**config.mk**
```make
export PLATFORM = sky130hd
export DESIGN_NAME = inst_fetch_flat
export DESIGN_NICKNAME = d
export VERILOG_FILES = /design/src/rtl/inst_fetch_if.sv /design/src/rtl/inst_fetch.sv /design/src/flat_wrapper.sv
export SDC_FILE = /design/constraint.sdc
export NUM_CORES = 1
export LEC_CHECK = 0
export ABC_CLOCK_PERIOD_IN_PS = 5800
export CORE_MARGIN = 3
export CORE_UTILIZATION = 35
export DETAILED_ROUTE_END_ITERATION = 12
export PLACE_DENSITY = 0.63
export SLEW_MARGIN = 20
export SYNTH_ARGS = -nofsm -noshare
export SYNTH_HDL_FRONTEND = slang
export SYNTH_SLANG_ARGS = --single-unit
```
**constraint.sdc**
```tcl
create_clock -name clk -period 5.8 [get_ports clk]
set_input_delay 1.74 -clock clk [delete_from_list [all_inputs] [get_ports clk]]
set_output_delay 1.74 -clock clk [all_outputs]
set_load 0.05 [all_outputs]
```
**src/rtl/inst_fetch_if.sv**
```systemverilog
// Fetch-unit bundle: PC handshake, instruction-memory request/response and decode channel.
interface inst_fetch_if;
    logic [31:0] pc;
    logic        pc_en;
    logic        flush;
    logic        imem_req_valid;
    logic        imem_req_ready;
    logic [31:0] imem_req_addr;
    logic        imem_resp_valid;
    logic [31:0] imem_resp_data;
    logic        if_valid;
    logic        if_ready;
    logic [31:0] if_instr;
    logic [31:0] if_pc;
    logic        if_exc;

    modport master (
        input  pc, flush, imem_req_ready, imem_resp_valid, imem_resp_data, if_ready,
        output pc_en, imem_req_valid, imem_req_addr, if_valid, if_instr, if_pc, if_exc
    );

    modport slave (
        output pc, flush, imem_req_ready, imem_resp_valid, imem_resp_data, if_ready,
        input  pc_en, imem_req_valid, imem_req_addr, if_valid, if_instr, if_pc, if_exc
    );
endinterface

```
**src/rtl/inst_fetch.sv**
```systemverilog
// Instruction fetch: at most two fetches in flight or queued, in-order delivery to decode.
// Define IFETCH_MISALIGN_CHK_EN to turn misaligned PCs into exception entries.
module inst_fetch (
    input  logic         clk,
    input  logic         rst,
    inst_fetch_if.master bus
);
    typedef struct packed {
        logic [31:0] pc;
        logic [31:0] instr;
        logic        exc;
    } entry_t;

    entry_t      q    [2];
    logic [31:0] pend [2];
    logic [1:0]  q_cnt, out_cnt, drop_cnt;

    logic       aligned, exc_ins, room, req_fire;
    logic       resp_acc, resp_keep, enq, deq, wr_slot, push_slot;
    logic [1:0] out_nxt;
    entry_t     enq_e;

`ifdef IFETCH_MISALIGN_CHK_EN
    assign aligned = (bus.pc[1:0] == 2'b00);
    assign exc_ins = !rst && !bus.flush && !aligned && (out_cnt == 2'd0) && (q_cnt != 2'd2);
`else
    assign aligned = 1'b1;
    assign exc_ins = 1'b0;
`endif

    // Queue slots are reserved at request time, so a response can always be enqueued.
    assign room               = ({1'b0, out_cnt} + {1'b0, q_cnt}) < 3'd2;
    assign bus.imem_req_valid = !rst && !bus.flush && room && aligned;
    assign bus.imem_req_addr  = {bus.pc[31:2], 2'b00};
    assign req_fire           = bus.imem_req_valid && bus.imem_req_ready;
    assign bus.pc_en          = req_fire || exc_ins;

    assign resp_acc  = bus.imem_resp_valid && (out_cnt != 2'd0);
    assign resp_keep = resp_acc && (drop_cnt == 2'd0) && !bus.flush;
    assign enq       = resp_keep || exc_ins;
    assign deq       = (q_cnt != 2'd0) && bus.if_ready;
    assign out_nxt   = out_cnt + {1'b0, req_fire} - {1'b0, resp_acc};

    assign wr_slot   = deq ? (q_cnt == 2'd2) : (q_cnt == 2'd1);
    assign push_slot = out_cnt[0] && !resp_acc;

    always_comb begin
        enq_e = '{pc: pend[0], instr: bus.imem_resp_data, exc: 1'b0};
        if (exc_ins)
            enq_e = '{pc: bus.pc, instr: 32'h0000_0000, exc: 1'b1};
    end

    always_ff @(posedge clk) begin
        if (rst) begin
            q[0]     <= '0;
            q[1]     <= '0;
            pend[0]  <= '0;
            pend[1]  <= '0;
            q_cnt    <= '0;
            out_cnt  <= '0;
            drop_cnt <= '0;
        end else begin
            if (resp_acc) pend[0] <= pend[1];
            if (req_fire) pend[push_slot] <= bus.pc;
            out_cnt <= out_nxt;

            if (bus.flush) begin
                q_cnt    <= '0;
                drop_cnt <= out_nxt;
            end else begin
                if (deq) q[0] <= q[1];
                if (enq) q[wr_slot] <= enq_e;
                q_cnt    <= q_cnt + {1'b0, enq} - {1'b0, deq};
                drop_cnt <= drop_cnt - {1'b0, resp_acc && (drop_cnt != 2'd0)};
            end
        end
    end

    // Without the misalign check the exc flag is only ever written as 0.
    assign bus.if_valid = (q_cnt != 2'd0);
    assign bus.if_instr = q[0].instr;
    assign bus.if_pc    = q[0].pc;
    assign bus.if_exc   = q[0].exc;
endmodule

```
**src/flat_wrapper.sv**
```systemverilog
// flat-port wrapper written by rule: the top's interface ports become plain ports
module inst_fetch_flat 
  (clk, rst, bus_pc, bus_flush, bus_imem_req_ready, bus_imem_resp_valid, bus_imem_resp_data, bus_if_ready, bus_pc_en, bus_imem_req_valid, bus_imem_req_addr, bus_if_valid, bus_if_instr, bus_if_pc, bus_if_exc);
  inst_fetch_if bus_i ();
  input  logic clk;
  input  logic rst;
  input wire logic [$bits(bus_i.pc)-1:0] bus_pc;
  input wire logic [$bits(bus_i.flush)-1:0] bus_flush;
  input wire logic [$bits(bus_i.imem_req_ready)-1:0] bus_imem_req_ready;
  input wire logic [$bits(bus_i.imem_resp_valid)-1:0] bus_imem_resp_valid;
  input wire logic [$bits(bus_i.imem_resp_data)-1:0] bus_imem_resp_data;
  input wire logic [$bits(bus_i.if_ready)-1:0] bus_if_ready;
  output wire logic [$bits(bus_i.pc_en)-1:0] bus_pc_en;
  output wire logic [$bits(bus_i.imem_req_valid)-1:0] bus_imem_req_valid;
  output wire logic [$bits(bus_i.imem_req_addr)-1:0] bus_imem_req_addr;
  output wire logic [$bits(bus_i.if_valid)-1:0] bus_if_valid;
  output wire logic [$bits(bus_i.if_instr)-1:0] bus_if_instr;
  output wire logic [$bits(bus_i.if_pc)-1:0] bus_if_pc;
  output wire logic [$bits(bus_i.if_exc)-1:0] bus_if_exc;
  assign bus_i.pc = bus_pc;
  assign bus_i.flush = bus_flush;
  assign bus_i.imem_req_ready = bus_imem_req_ready;
  assign bus_i.imem_resp_valid = bus_imem_resp_valid;
  assign bus_i.imem_resp_data = bus_imem_resp_data;
  assign bus_i.if_ready = bus_if_ready;
  assign bus_pc_en = bus_i.pc_en;
  assign bus_imem_req_valid = bus_i.imem_req_valid;
  assign bus_imem_req_addr = bus_i.imem_req_addr;
  assign bus_if_valid = bus_i.if_valid;
  assign bus_if_instr = bus_i.if_instr;
  assign bus_if_pc = bus_i.if_pc;
  assign bus_if_exc = bus_i.if_exc;
  inst_fetch u_core (.clk(clk), .rst(rst), .bus(bus_i));
endmodule
```
==> impl_metrics.yaml, run 1 <==
floorplanning:
  dieHeight_um: 171
  die_area_mm2: 0.0292
  floorplan.initialDensity_pct: 36.0
  ios: 170
  coreArea_mm2: 0.0264
  die_width_um: 171
  rows: 59
yosys:
  ys_top_cells_by_count: "edfxtp_1 (192), inv_1 (71), mux2i_1 (64), nand3_1 (64), nor3_2 (50)"
  syn_inst: 685
  synth_top_area_cell: "edfxtp_1"
  ys_warn_count: 0
  synth_top_area_share_pct: 60.5
  synth.distinct_cells: 41
  synth_ff_type: "edfxtp_1"
  synthesis.area_mm2: 0.00953
  synth.avg_cell_area_um2: 13.9
  yosysMostFrequentCell: "edfxtp_1"
  synth_edf_count: 192
  async_reset_ff_share_pct: 0
  synth.yosys.seq_area_share_pct: 61.8
  yosys-top-cells-area: "edfxtp_1 (61%), mux2i_1 (6.7%), nor3_2 (5.3%), mux2_4 (4.6%), nand3_1 (3.4%)"
  synth_seq_cells: 198
setup_path:
  crit_type: "in -> out"
  required_ns: 4.06
  cp-end-kind: "output pin"
  worstPathMaxFanout: 8
  r2r_slack_ns: 3.00
  r2r_cells: 5
  start_kind: "primary input"
  r2r-end: "u_core.pend[1][18]"
  worstPathArrival_ns: 3.21
  rr_startpoint: "u_core.out_cnt[0]"
clock_tree:
  cts.htree.levels: 4
  hold_buffers: 0
  cts.sinks: 198
  cts_setup_buffers: 0
  insertion_delay_ns: 0.43
  cts_buffers: 17
  clk_pin_slew_ns: 0.07
  cts_buffer_depth: 2
  clock-root-buffer: "clkbuf_16"
  cts-resized-gates: 0
  cts_tree: "done"
finish:
  layout.nets: 875
  num-fill-cells: 2445
  antennaDiodeCount: 0
  final_core_util_pct: 44.4
  syn_to_final_growth_pct: 23.3
  stdcell_area_mm2: 0.0117
  layout-drive-gt1-share_pct: 16.7
worst_hold_path:
  holdCritPathClass: "reg -> reg"
  min_delay_path_depth: 2
  min_to: "u_core.q[0][36]"
  worstHoldStart: "u_core.pend[0][3]"
sta:
  min_period_ns: 4.95
  tns_ns: 0
  slew_headroom_pct: 28.1
  hold_ws_ns: 0.617
  fin_skew_ns: 0.0131
  drv_slew: 0
  max_freq_mhz: 202
  timing.final.crit_share_pct: 85.4
  setup_ws_ns: 0.847
  hold_viol: 0
  worstMarginPinSlew_ns: 1.08
  setup_viol: 0
  rsz0062_at_grt: "false"
drt:
  ant_nets: 0
  top_layer_used: "met4"
  routed_wl_mm: 19.4
  vias: 5433
  wl_met2_mm: 9.15
  viasPerCell: 4.74
  wl_per_cell_um: 16.9
  wl_met1_mm: 9.49
  drt_pass1_iterations: 5
  drc: 0
  met3_length_um: 577
  drtIter0Drc: 385
status:
  status: "finished clean"
power:
  internal_power_mw: 2.66
  pwr-share-clk_pct: 30.3
  pwr-share-comb_pct: 23.1
  p_seq_share_pct: 46.6
  p_leak_nw: 4.63
  vdd_drop_max_v: 0.000223
  p_sw_mw: 1.21
  power_density_mw_per_mm2: 330
  netSwitchingFraction_pct: 31.3
grt:
  grt_max_degree: 66
  grt_pass1_wl_mm: 30.8
  overflow: 0
  grt_pass1_vias: 5553
  gr-usage-all-layers_pct: 13.4
  antenna_found_initial: 0
placed_design:
  place_ws_ns: 0.843
  place_congestion: 0.681
  place_area_mm2: 0.0112
  io_buffers: 166
  hpwl_mm: 11.9
job:
  maxCapViolCount: 0
-- power by group through the flow --
stage	logic, mW	clock network (mW)	registers (mW)
after global routing	0.961	1.27	1.82
after floorplan	0.442	0	2.03
after detailed placement	0.910	0	1.84
final	0.897	1.17	1.81
after CTS	0.913	1.21	1.81
after global placement	0.907	0	1.84
-- cell type report --
type / instances / area, µm² / share of cell area [%]
Sequential cell: 198 / 5890 / 50.1
Multi-Input combinational cell: 336 / 2870 / 24.4
Timing Repair Buffer: 175 / 1730 / 14.7
Clock buffer: 21 / 450 / 3.84
Tap cell: 335 / 419 / 3.57
Inverter: 71 / 267 / 2.27
Clock inverter: 11 / 119 / 1.01
-- flip-flops by register name, summed over array words and instances (netlist names) --
signal and cells:
u_core.q 128, u_core.q_cnt 2, u_core.out_cnt 2, u_core.pend 64, u_core.drop_cnt 2
-- critical path, cell delays in order --
cell,delay (ns)
clkdlybuf4s50_1,0.64
nor4_4,0.45
nand2_1,0.13
inv_1,0.07
buf_4,0.19
-- metal layers --
| layer | vias to the layer above | global-route usage (%) |
|---|---|---|
| met5 | - | 0 |
| met4 | 0 | 3.64 |
| met3 | 11 | 2.54 |
| met2 | 114 | 21.1 |
| met1 | 2676 | 19.1 |
| li1 | 2632 | - |
-- placed cells by master, fill, tap and decap left out, types with 2 or more instances in the layout --
| master | instances |
|---|---|
| buf_4 | 10 |
| clkbuf_16 | 17 |
| nand3_1 | 64 |
| nor3b_1 | 32 |
| ha_1 | 5 |
| nor2b_1 | 2 |
| edfxtp_1 | 192 |
| clkbuf_1 | 3 |
| nand2_1 | 2 |
| mux2_4 | 29 |
| and2_1 | 35 |
| inv_8 | 3 |
| xor2_1 | 2 |
| or2_2 | 2 |
| clkdlybuf4s50_1 | 163 |
| conb_1 | 3 |
| mux2i_1 | 64 |
| nor2_1 | 7 |
| nor3_2 | 50 |
| dfxtp_1 | 6 |
| clkinvlp_4 | 2 |
| nor3_1 | 15 |
| mux2_2 | 3 |
| inv_6 | 2 |
| xnor2_1 | 3 |
| clkinv_4 | 2 |
| inv_1 | 71 |
-- cells by family (layout without fill, tap and decap cells) --
group,count (synthesis),in the layout,share of synthesized area (%)
other cells,1,3,0.0394
buf+inv,153,278,8.77
xor+xnor,5,5,0.460
compound gates,7,7,0.578
simple gates,219,219,15.9
mux,96,96,11.6
fa+ha+maj,6,6,0.867
flops,198,198,61.8
-- worst max-delay path by stage --
stage,startpoint,end,slack [ns],cells past startpoint
after floorplan,bus_flush,bus_pc_en,0.97,4
after global placement,bus_flush,bus_pc_en,0.88,5
after detailed placement,bus_flush,bus_pc_en,0.84,5
after CTS,bus_flush,bus_pc_en,0.84,5
after global routing,bus_flush,bus_pc_en,0.69,5
final,bus_flush,bus_pc_en,0.85,5
-- through the flow --
stage,cells,power (mW)
finish,1147,3.88
global route,1147,4.05
CTS,1147,3.93
detailed placement,1115,2.75
global placement,1115,2.74
floorplan,687,2.47
(Power assumes the default switching activity.)
==> run 2, diff against run 1 <==
- CORE_UTILIZATION: 35 -> 50
- PLACE_DENSITY: 0.63 -> 0.82
==> run 2 against run 1 <==
Net effect:
- flip-flop and latch count did not move
- sequential share of layout area is 0.40 points higher
- global-route usage increased by 4.2 points
- clock power hardly changed
- non-clock buffer count increased by 3
- sequential power hardly changed
- critical endpoint unchanged
- largest cell class unchanged
==> impl_metrics.yaml, run 2 (synthesized netlist as in run 1, its figures left out) <==
setup_path:
  cp-end-kind: "output pin"
  start_kind: "primary input"
  crit_type: "in -> out"
  worstPathArrival_ns: 3.24
  required_ns: 4.06
  worstPathMaxFanout: 8
finish:
  syn_to_final_growth_pct: 22.3
  largest_register: "u_core.q"
  layout-drive-gt1-share_pct: 17.1
  largest_reg_flops: 128
  layout.nets: 878
  top_regs: "u_core.q (128), u_core.pend (64)"
  stdcell_area_mm2: 0.0116
  final_core_util_pct: 63.6
  layout_common_cells: "edfxtp_1 (192), clkdlybuf4s50_1 (163), inv_1 (71)"
  final_common_cell: "edfxtp_1"
  final_cells: 1044
  antennaDiodeCount: 0
placed_design:
  place_ws_ns: 0.840
  io_buffers: 166
  place_area_mm2: 0.0111
  place_congestion: 0.706
  hpwl_mm: 11.8
  placed_cells: 1012
clock_tree:
  cts.sinks: 198
  cts_setup_buffers: 0
  cts_buffers: 17
  cts.htree.levels: 4
  hold_buffers: 0
  clock-root-buffer: "clkbuf_16"
  insertion_delay_ns: 0.43
  clk_pin_slew_ns: 0.07
  cts_tree: "done"
  cts_buffer_depth: 2
  cts-resized-gates: 0
grt:
  antenna_found_initial: 0
  gr-usage-all-layers_pct: 17.6
  grt_pass1_vias: 5466
  grt_max_degree: 66
  grt_pass1_wl_mm: 28.8
  overflow: 0
floorplanning:
  ios: 170
  dieHeight_um: 144
  rows: 49
  die_width_um: 144
  floorplan.initialDensity_pct: 52.0
  coreArea_mm2: 0.0183
  die_area_mm2: 0.0207
drt:
  ant_nets: 0
  routed_wl_mm: 18.0
  drc: 0
  viasPerCell: 5.17
  wl_per_cell_um: 17.2
  vias: 5395
  drtIter0Drc: 279
  drt_pass1_iterations: 4
power:
  power_density_mw_per_mm2: 332
  netSwitchingFraction_pct: 30.3
  internal_power_mw: 2.70
  p_leak_nw: 4.65
  pwr-share-clk_pct: 30.1
  vdd_drop_max_v: 0.000204
  p_total_mw: 3.87
  p_seq_share_pct: 46.7
  p_sw_mw: 1.17
  pwr-share-comb_pct: 23.2
sta:
  setup_ws_ns: 0.819
  min_period_ns: 4.98
  tns_ns: 0
  setup_viol: 0
  hold_viol: 0
  drv_slew: 0
  hold_ws_ns: 0.606
  timing.final.crit_share_pct: 85.9
  fin_skew_ns: 0.0130
  rsz0062_at_grt: "false"
  slew_headroom_pct: 30.5
  worstMarginPinSlew_ns: 1.04
  max_freq_mhz: 201
status:
  status: "finished clean"
job:
  maxCapViolCount: 0
worst_hold_path:
  holdCritPathClass: "reg -> reg"
[run 2: critical path, cell delays in order]
cell and delay [ns]:
clkdlybuf4s50_1 0.64, nor4_4 0.46, nand2_1 0.14, inv_1 0.07, buf_4 0.19
[run 2: final timing paths]
check,from,endpoint,slack (ns),cells after the start
setup / recovery,bus_flush,bus_pc_en,0.82,5
hold reg to reg,u_core.pend[0][12],u_core.q[0][45],0.61,2
setup reg to reg,u_core.out_cnt[0],u_core.pend[1][2],2.98,5
hold / removal,u_core.pend[0][12],u_core.q[0][45],0.61,2
[run 2: area by class of cell]
class                           instances  area [µm²]
Inverter                               71         267
Multi-Input combinational cell        336        2850
Tap cell                              229         287
Sequential cell                       198        5890
Timing Repair Buffer                  178        1780
Fill cell                            1366        6680
Clock buffer                           19         433
Clock inverter                         13         145
[run 2: per-layer routing]
layer  wire [µm]  vias up  global-route usage, %  share of wire (%)
li1            -     2638                      -                  -
met1        8220     2592                   24.5                 46
met2        8740      149                   28.8                 49
met3         803       16                   2.81                4.5
met4         242        0                   5.25                1.3
met5           0        -                      0                  0
[run 2: power groups by stage]
stage               Sequential (mW)  Clock [mW]  Combinational, mW
finish                         1.80        1.16              0.898
global route                   1.82        1.24              0.959
CTS                            1.81        1.18              0.908
detailed placement             1.84           0              0.905
global placement               1.83           0              0.895
floorplan                      2.03           0              0.442
